$ cat config.mk
export PLATFORM = sky130hd
export DESIGN_NAME = qmem_boot_seq_flat
export DESIGN_NICKNAME = d
export VERILOG_FILES = /design/src/rtl/qmem_boot_seq_if.sv /design/src/rtl/qmem_boot_seq.sv /design/src/flat_wrapper.sv
export SDC_FILE = /design/constraint.sdc
export NUM_CORES = 1
export LEC_CHECK = 0
export ABC_AREA = 1
export CAP_MARGIN = 20
export CORE_MARGIN = 2
export CORE_UTILIZATION = 47
export CTS_CLUSTER_SIZE = 24
export DETAILED_ROUTE_END_ITERATION = 10
export PLACE_DENSITY = 0.9
export SYNTH_ARGS = -nofsm -noshare
export SYNTH_HDL_FRONTEND = slang
export SYNTH_SLANG_ARGS = --single-unit
export TNS_END_PERCENT = 5
$ cat constraint.sdc
create_clock -name clk -period 3.1 [get_ports clk]
set_clock_uncertainty 0.2 [all_clocks]
set_input_delay 0.62 -clock clk [delete_from_list [all_inputs] [get_ports clk]]
set_output_delay 0.62 -clock clk [all_outputs]
set_load 0.02 [all_outputs]
$ cat src/rtl/qmem_boot_seq_if.sv
// Signal bundle for the QMEM boot sequencer: copy control, boot source,
// debug host write port, QMEM initram write port and status.
interface qmem_boot_seq_if #(
  parameter int CNT_W = 16
);
  logic             start;
  logic [CNT_W-1:0] len;
  logic             src_req;
  logic [31:0]      src_addr;
  logic             src_ack;
  logic [31:0]      src_data;
  logic             host_stb;
  logic [31:0]      host_addr;
  logic [31:0]      host_data;
  logic [3:0]       host_byte_en;
  logic             host_ack;
  logic             initram_stb;
  logic [31:0]      initram_addr;
  logic [31:0]      initram_data;
  logic [3:0]       initram_byte_en;
  logic             busy;
  logic             done;
  logic             err;
  logic             cpu_rst_n;

  modport master (
    output start, len, src_ack, src_data, host_stb, host_addr, host_data, host_byte_en,
    input  src_req, src_addr, host_ack, initram_stb, initram_addr, initram_data,
           initram_byte_en, busy, done, err, cpu_rst_n
  );

  modport slave (
    input  start, len, src_ack, src_data, host_stb, host_addr, host_data, host_byte_en,
    output src_req, src_addr, host_ack, initram_stb, initram_addr, initram_data,
           initram_byte_en, busy, done, err, cpu_rst_n
  );
endinterface

$ cat src/rtl/qmem_boot_seq.sv
// Boot sequencer: copies a block of boot-source words into QMEM over the initram
// port, interleaves debug-host writes and holds the CPU in reset until the copy is done.
module qmem_boot_seq #(
  parameter logic [31:0] SRC_BASE = 32'h0000_0000,
  parameter logic [31:0] DST_BASE = 32'h0000_0000,
  parameter int          CNT_W    = 16,
  parameter int          TIMEOUT  = 255
) (
  input  logic           clk,
  input  logic           rst_n,
  qmem_boot_seq_if.slave bus
);
  // state | meaning
  // IDLE  | after reset, waiting for start or a host write; CPU held in reset
  // FETCH | src_req raised, waiting for src_ack or timeout
  // WRITE | one-cycle initram write of the fetched word
  // HOST  | one-cycle initram write on behalf of the debug host
  // DONE  | copy finished, CPU released
  // ERR   | source timed out, CPU held in reset
  typedef enum logic [2:0] {
    S_IDLE,
    S_FETCH,
    S_WRITE,
    S_HOST,
    S_DONE,
    S_ERR
  } state_t;

  localparam int TMR_W = (TIMEOUT < 2) ? 1 : $clog2(TIMEOUT);

  state_t           state;
  state_t           ret_state;
  logic [CNT_W-1:0] len_q;
  logic [CNT_W-1:0] idx;
  logic [CNT_W-1:0] idx_inc;
  logic [TMR_W-1:0] timer;

  assign idx_inc = idx + CNT_W'(1);

  always_ff @(posedge clk or negedge rst_n) begin
    if (!rst_n) begin
      state               <= S_IDLE;
      ret_state           <= S_IDLE;
      len_q               <= '0;
      idx                 <= '0;
      timer               <= '0;
      bus.src_req         <= 1'b0;
      bus.src_addr        <= '0;
      bus.host_ack        <= 1'b0;
      bus.initram_stb     <= 1'b0;
      bus.initram_addr    <= '0;
      bus.initram_data    <= '0;
      bus.initram_byte_en <= '0;
      bus.busy            <= 1'b0;
      bus.done            <= 1'b0;
      bus.err             <= 1'b0;
      bus.cpu_rst_n       <= 1'b0;
    end else begin
      bus.initram_stb <= 1'b0;
      bus.host_ack    <= 1'b0;
      case (state)
        S_IDLE, S_DONE, S_ERR: begin
          if (bus.start) begin
            len_q   <= bus.len;
            idx     <= '0;
            timer   <= '0;
            bus.err <= 1'b0;
            if (bus.len == '0) begin
              state         <= S_DONE;
              bus.done      <= 1'b1;
              bus.cpu_rst_n <= 1'b1;
            end else begin
              state         <= S_FETCH;
              bus.done      <= 1'b0;
              bus.cpu_rst_n <= 1'b0;
              bus.busy      <= 1'b1;
              bus.src_req   <= 1'b1;
              bus.src_addr  <= SRC_BASE;
            end
          end else if (bus.host_stb) begin
            // Remember where we came from so status bits survive the host write.
            state               <= S_HOST;
            ret_state           <= state;
            bus.initram_stb     <= 1'b1;
            bus.initram_addr    <= bus.host_addr;
            bus.initram_data    <= bus.host_data;
            bus.initram_byte_en <= bus.host_byte_en;
            bus.host_ack        <= 1'b1;
          end
        end

        S_FETCH: begin
          if (bus.src_ack) begin
            state               <= S_WRITE;
            timer               <= '0;
            bus.src_req         <= 1'b0;
            bus.initram_stb     <= 1'b1;
            bus.initram_addr    <= DST_BASE + (32'(idx) << 2);
            bus.initram_data    <= bus.src_data;
            bus.initram_byte_en <= 4'hF;
          end else if (timer == TMR_W'(TIMEOUT - 1)) begin
            state       <= S_ERR;
            timer       <= '0;
            bus.src_req <= 1'b0;
            bus.busy    <= 1'b0;
            bus.err     <= 1'b1;
          end else begin
            timer <= timer + TMR_W'(1);
          end
        end

        S_WRITE: begin
          idx <= idx_inc;
          if (idx_inc == len_q) begin
            state         <= S_DONE;
            bus.busy      <= 1'b0;
            bus.done      <= 1'b1;
            bus.cpu_rst_n <= 1'b1;
          end else if (bus.host_stb) begin
            state               <= S_HOST;
            ret_state           <= S_FETCH;
            bus.initram_stb     <= 1'b1;
            bus.initram_addr    <= bus.host_addr;
            bus.initram_data    <= bus.host_data;
            bus.initram_byte_en <= bus.host_byte_en;
            bus.host_ack        <= 1'b1;
          end else begin
            state        <= S_FETCH;
            bus.src_req  <= 1'b1;
            bus.src_addr <= SRC_BASE + (32'(idx_inc) << 2);
          end
        end

        S_HOST: begin
          if (ret_state == S_FETCH) begin
            state        <= S_FETCH;
            bus.src_req  <= 1'b1;
            bus.src_addr <= SRC_BASE + (32'(idx) << 2);
          end else begin
            state <= ret_state;
          end
        end

        default: state <= S_IDLE;
      endcase
    end
  end
endmodule

$ cat src/flat_wrapper.sv
// flat-port wrapper written by rule: the top's interface ports become plain ports
module qmem_boot_seq_flat 
#(
  parameter logic [31:0] SRC_BASE = 32'h0000_0000,
  parameter logic [31:0] DST_BASE = 32'h0000_0000,
  parameter int          CNT_W    = 16,
  parameter int          TIMEOUT  = 255
)
  (clk, rst_n, bus_start, bus_len, bus_src_ack, bus_src_data, bus_host_stb, bus_host_addr, bus_host_data, bus_host_byte_en, bus_src_req, bus_src_addr, bus_host_ack, bus_initram_stb, bus_initram_addr, bus_initram_data, bus_initram_byte_en, bus_busy, bus_done, bus_err, bus_cpu_rst_n);
  qmem_boot_seq_if #(.CNT_W(CNT_W)) bus_i ();
  input  logic clk;
  input  logic rst_n;
  input wire logic [$bits(bus_i.start)-1:0] bus_start;
  input wire logic [$bits(bus_i.len)-1:0] bus_len;
  input wire logic [$bits(bus_i.src_ack)-1:0] bus_src_ack;
  input wire logic [$bits(bus_i.src_data)-1:0] bus_src_data;
  input wire logic [$bits(bus_i.host_stb)-1:0] bus_host_stb;
  input wire logic [$bits(bus_i.host_addr)-1:0] bus_host_addr;
  input wire logic [$bits(bus_i.host_data)-1:0] bus_host_data;
  input wire logic [$bits(bus_i.host_byte_en)-1:0] bus_host_byte_en;
  output wire logic [$bits(bus_i.src_req)-1:0] bus_src_req;
  output wire logic [$bits(bus_i.src_addr)-1:0] bus_src_addr;
  output wire logic [$bits(bus_i.host_ack)-1:0] bus_host_ack;
  output wire logic [$bits(bus_i.initram_stb)-1:0] bus_initram_stb;
  output wire logic [$bits(bus_i.initram_addr)-1:0] bus_initram_addr;
  output wire logic [$bits(bus_i.initram_data)-1:0] bus_initram_data;
  output wire logic [$bits(bus_i.initram_byte_en)-1:0] bus_initram_byte_en;
  output wire logic [$bits(bus_i.busy)-1:0] bus_busy;
  output wire logic [$bits(bus_i.done)-1:0] bus_done;
  output wire logic [$bits(bus_i.err)-1:0] bus_err;
  output wire logic [$bits(bus_i.cpu_rst_n)-1:0] bus_cpu_rst_n;
  assign bus_i.start = bus_start;
  assign bus_i.len = bus_len;
  assign bus_i.src_ack = bus_src_ack;
  assign bus_i.src_data = bus_src_data;
  assign bus_i.host_stb = bus_host_stb;
  assign bus_i.host_addr = bus_host_addr;
  assign bus_i.host_data = bus_host_data;
  assign bus_i.host_byte_en = bus_host_byte_en;
  assign bus_src_req = bus_i.src_req;
  assign bus_src_addr = bus_i.src_addr;
  assign bus_host_ack = bus_i.host_ack;
  assign bus_initram_stb = bus_i.initram_stb;
  assign bus_initram_addr = bus_i.initram_addr;
  assign bus_initram_data = bus_i.initram_data;
  assign bus_initram_byte_en = bus_i.initram_byte_en;
  assign bus_busy = bus_i.busy;
  assign bus_done = bus_i.done;
  assign bus_err = bus_i.err;
  assign bus_cpu_rst_n = bus_i.cpu_rst_n;
  qmem_boot_seq #(.SRC_BASE(SRC_BASE), .DST_BASE(DST_BASE), .CNT_W(CNT_W), .TIMEOUT(TIMEOUT)) u_core (.clk(clk), .rst_n(rst_n), .bus(bus_i));
endmodule
==> results.py <==
metrics = {
    "outcome": {
        "outcome": "completed",
    },
    "place": {
        "io_buffers": 211,
        "hpwl_mm": 15.2,
        "gp_congestion": 0.928,
    },
    "setup_path": {
        "crit_type": "flip-flop to flip-flop",
        "rrSetupSlack_ns": 0.27,
        "reg2reg_depth": 14,
        "r2r-start": "u_core.idx[0]",
        "end_kind": "flip-flop",
        "cp_max_fo": 25,
        "required_ns": 3.23,
        "worst_ep_arrival_time_ns": 2.96,
        "reg2reg_to": "u_core.bus.initram_addr[23]",
        "cp-start-kind": "flip-flop",
    },
    "synth": {
        "ys_warn_count": 0,
        "ys_seq_area_share_pct": 49.2,
        "syn_area_um2": 6910,
        "ys_seq_elements": 136,
        "yosysUniqueCellTypes": 36,
        "syn_area_per_cell_um2": 8.17,
        "synth-edff-count": 0,
        "ys_async_sr_fraction_pct": 100,
        "syn_inst": 846,
        "synth_flop_cell": "dfrtp_1",
    },
    "sta": {
        "period_share_pct": 91.1,
        "final_max_slew_viol_count": 0,
        "fin_crit_ns": 2.83,
        "fmax_ghz": 0.354,
        "tightest_slew_ns": 0.890,
        "final_hold_viol_count": 0,
        "setup_tns_ns": 0,
        "rsz0062_at_grt": "no",
        "slew_headroom_pct": 40.7,
        "setup_viol": 0,
    },
    "drt": {
        "wire_per_inst_um": 16.2,
        "wl_mm": 20.3,
        "drt_pass1_iterations": 5,
        "num_vias": 6594,
        "drc": 0,
        "drtIter0Drc": 562,
        "ant_nets": 0,
        "post_drt_via_cell_ratio": 5.26,
    },
    "global_route": {
        "grt_pass1_vias": 6320,
        "overflow": 0,
        "grt_usage_pct": 26.2,
        "antenna_found_initial": 0,
        "grt_max_degree": 76,
        "grt_pass1_wl_mm": 32.7,
    },
    "floorplanning": {
        "rows": 44,
        "core_area_um2": 14400,
        "die_h_um": 125,
        "start_util_pct": 47.9,
        "dieArea_um2": 15700,
        "die_x_um": 125,
        "ios": 228,
    },
    "pwr": {
        "irDropWorstVdd_uv": 490,
        "p_leak_nw": 4.48,
        "cellPowerDensity_nw_per_um2": 983,
    },
    "hold_path": {
        "hold_class": "input port to async pin",
    },
    "cells_and_area": {
        "antenna_cells": 0,
        "syn_to_final_growth_pct": 41.2,
        "utilization_pct": 67.7,
        "fillers": 1145,
        "drive_gt1_share_pct": 6.27,
        "nNetsFinal": 1180,
    },
    "clock_tree": {
        "cts_tree": "built",
        "cts_sinks": 136,
        "cts_hold_buf": 0,
        "path_clk_slew_ns": 0.06,
        "clock_path_buffers": 2,
        "numCtsBuffers": 17,
        "cts.htree.levels": 4,
        "root_buffer": "clkbuf_16",
        "clock_latency_ns": 0.42,
        "post_cts_resized": 0,
        "post_cts_buffers": 0,
    },
    "job": {
        "maxCapViolCount": 0,
    },
}
cells by family (layout without fill, tap and decap cells):
kind of cell | after synthesis | in the layout | share of synthesized area, %
AO/OA/AOI/OAI | 158 | 158 | 11.7
XOR/XNOR | 5 | 5 | 0.833
adder cells (fa/ha/maj) | 3 | 3 | 0.543
buffers and inverters | 115 | 323 | 8.27
flip-flops | 136 | 136 | 49.2
multiplexers | 32 | 32 | 4.63
other | 1 | 16 | 0.0542
AND/OR/NAND/NOR | 396 | 396 | 24.7
cell type report:
cell class / count / area (µm²) / area share, %
clock buffer: 25 / 495 / 5.07
clock inverter: 7 / 115 / 1.18
inverter: 63 / 236 / 2.42
multi-input combinational: 610 / 3000 / 30.8
sequential: 136 / 3400 / 34.9
tap: 184 / 230 / 2.36
timing repair buffer: 228 / 2280 / 23.3
report_power, final:
group | switching, W | internal (W)
registers | 0.000368 | 0.00244
clock network | 0.000742 | 0.00135
logic | 0.00278 | 0.00192
critical path, cell delays in order, from the launching register on:
cell	delay, ns
dfrtp_1	0.42
ha_1	0.21
nand2_1	0.09
nor2_2	0.23
nand3_1	0.21
nand3_1	0.13
nand2_1	0.06
inv_1	0.05
nand3_1	0.08
nor2_2	0.16
nand4_4	0.14
nand2_4	0.30
buf_4	0.25
nand2_1	0.08
o21ai_0	0.09
registers in the layout, indices dropped and copies added, names as in the netlist, 3 cells and up:
name and flops:
u_core.state 3, u_core.bus.src_addr 16, u_core.bus.initram_byte_en 4, u_core.ret_state 3, u_core.bus.initram_data 32, u_core.len_q 16, u_core.bus.initram_addr 32, u_core.timer 8
u_core.idx 16
how the worst max path moves through the flow:
stage / to / startpoint / slack, ns
3_5_place_dp: u_core.bus.src_addr[11] / bus_len[13] / 0.23
3_3_place_gp: u_core.bus.src_req / bus_len[15] / 0.32
6_report: u_core.bus.initram_addr[23] / u_core.idx[0] / 0.27
2_1_floorplan: u_core.bus.initram_data[17] / u_core.idx[0] / 0.85
5_1_grt: u_core.bus.initram_addr[23] / u_core.idx[0] / 0.05
4_1_cts: u_core.bus.initram_addr[23] / u_core.idx[0] / 0.28
metrics by stage:
stage	hold WS [ns]	instances	setup slack (ns)	power (W)	instance area [µm²]
3_3_place_gp	0.253	1221	0.320	0.00738	9150
6_report	0.0253	1253	0.274	0.00960	9760
3_5_place_dp	0.260	1221	0.233	0.00751	9150
5_1_grt	0.0857	1253	0.0528	0.0102	9760
4_1_cts	0.0397	1253	0.282	0.00965	9760
2_1_floorplan	0.124	861	0.850	0.00572	6970
cells in the mapped netlist (2+ instances only):
| master | n | area share, % |
|---|---|---|
| clkbuf_1 | 17 | 0.92 |
| buf_6 | 7 | 1.1 |
| buf_2 | 10 | 0.72 |
| ha_1 | 3 | 0.54 |
| nor2_4 | 2 | 0.33 |
| nor4_1 | 2 | 0.18 |
| nand4_1 | 25 | 2.3 |
| o21ai_1 | 57 | 4.1 |
| nand3b_1 | 2 | 0.22 |
| inv_1 | 60 | 3.3 |
| nor3_1 | 8 | 0.58 |
| nand2_2 | 2 | 0.18 |
| o211ai_1 | 4 | 0.43 |
| buf_4 | 17 | 1.8 |
| nor2_2 | 10 | 0.90 |
| mux2i_1 | 32 | 4.6 |
| inv_2 | 2 | 0.11 |
| nor2_1 | 29 | 1.6 |
| a21oi_1 | 12 | 0.87 |
| o22ai_1 | 4 | 0.36 |
| nand3_1 | 44 | 3.2 |
| dfrtp_1 | 136 | 49 |
| o21ai_0 | 79 | 5.7 |
| xor2_1 | 3 | 0.38 |
| nand2_1 | 268 | 15 |
per-layer routing:
layer	GRT usage [%]	up-vias	part of all wire [%]
met4	12.5	0	3.6
met2	42.9	280	48
met5	0	-	0
met1	33.9	3079	42
li1	-	3187	-
met3	4.88	48	6.3
placed cells by master (no fill, tap or decap), types with 17 or more instances in the layout:
cell type and count:
nand4_1 25, clkbuf_16 17, dfrtp_1 136, nand2_1 268, inv_1 60, o21ai_1 57
mux2i_1 32, o21ai_0 79, nand3_1 44, nor2_1 29, clkdlybuf4s50_1 210
Power figures use the tool's default switching activity.
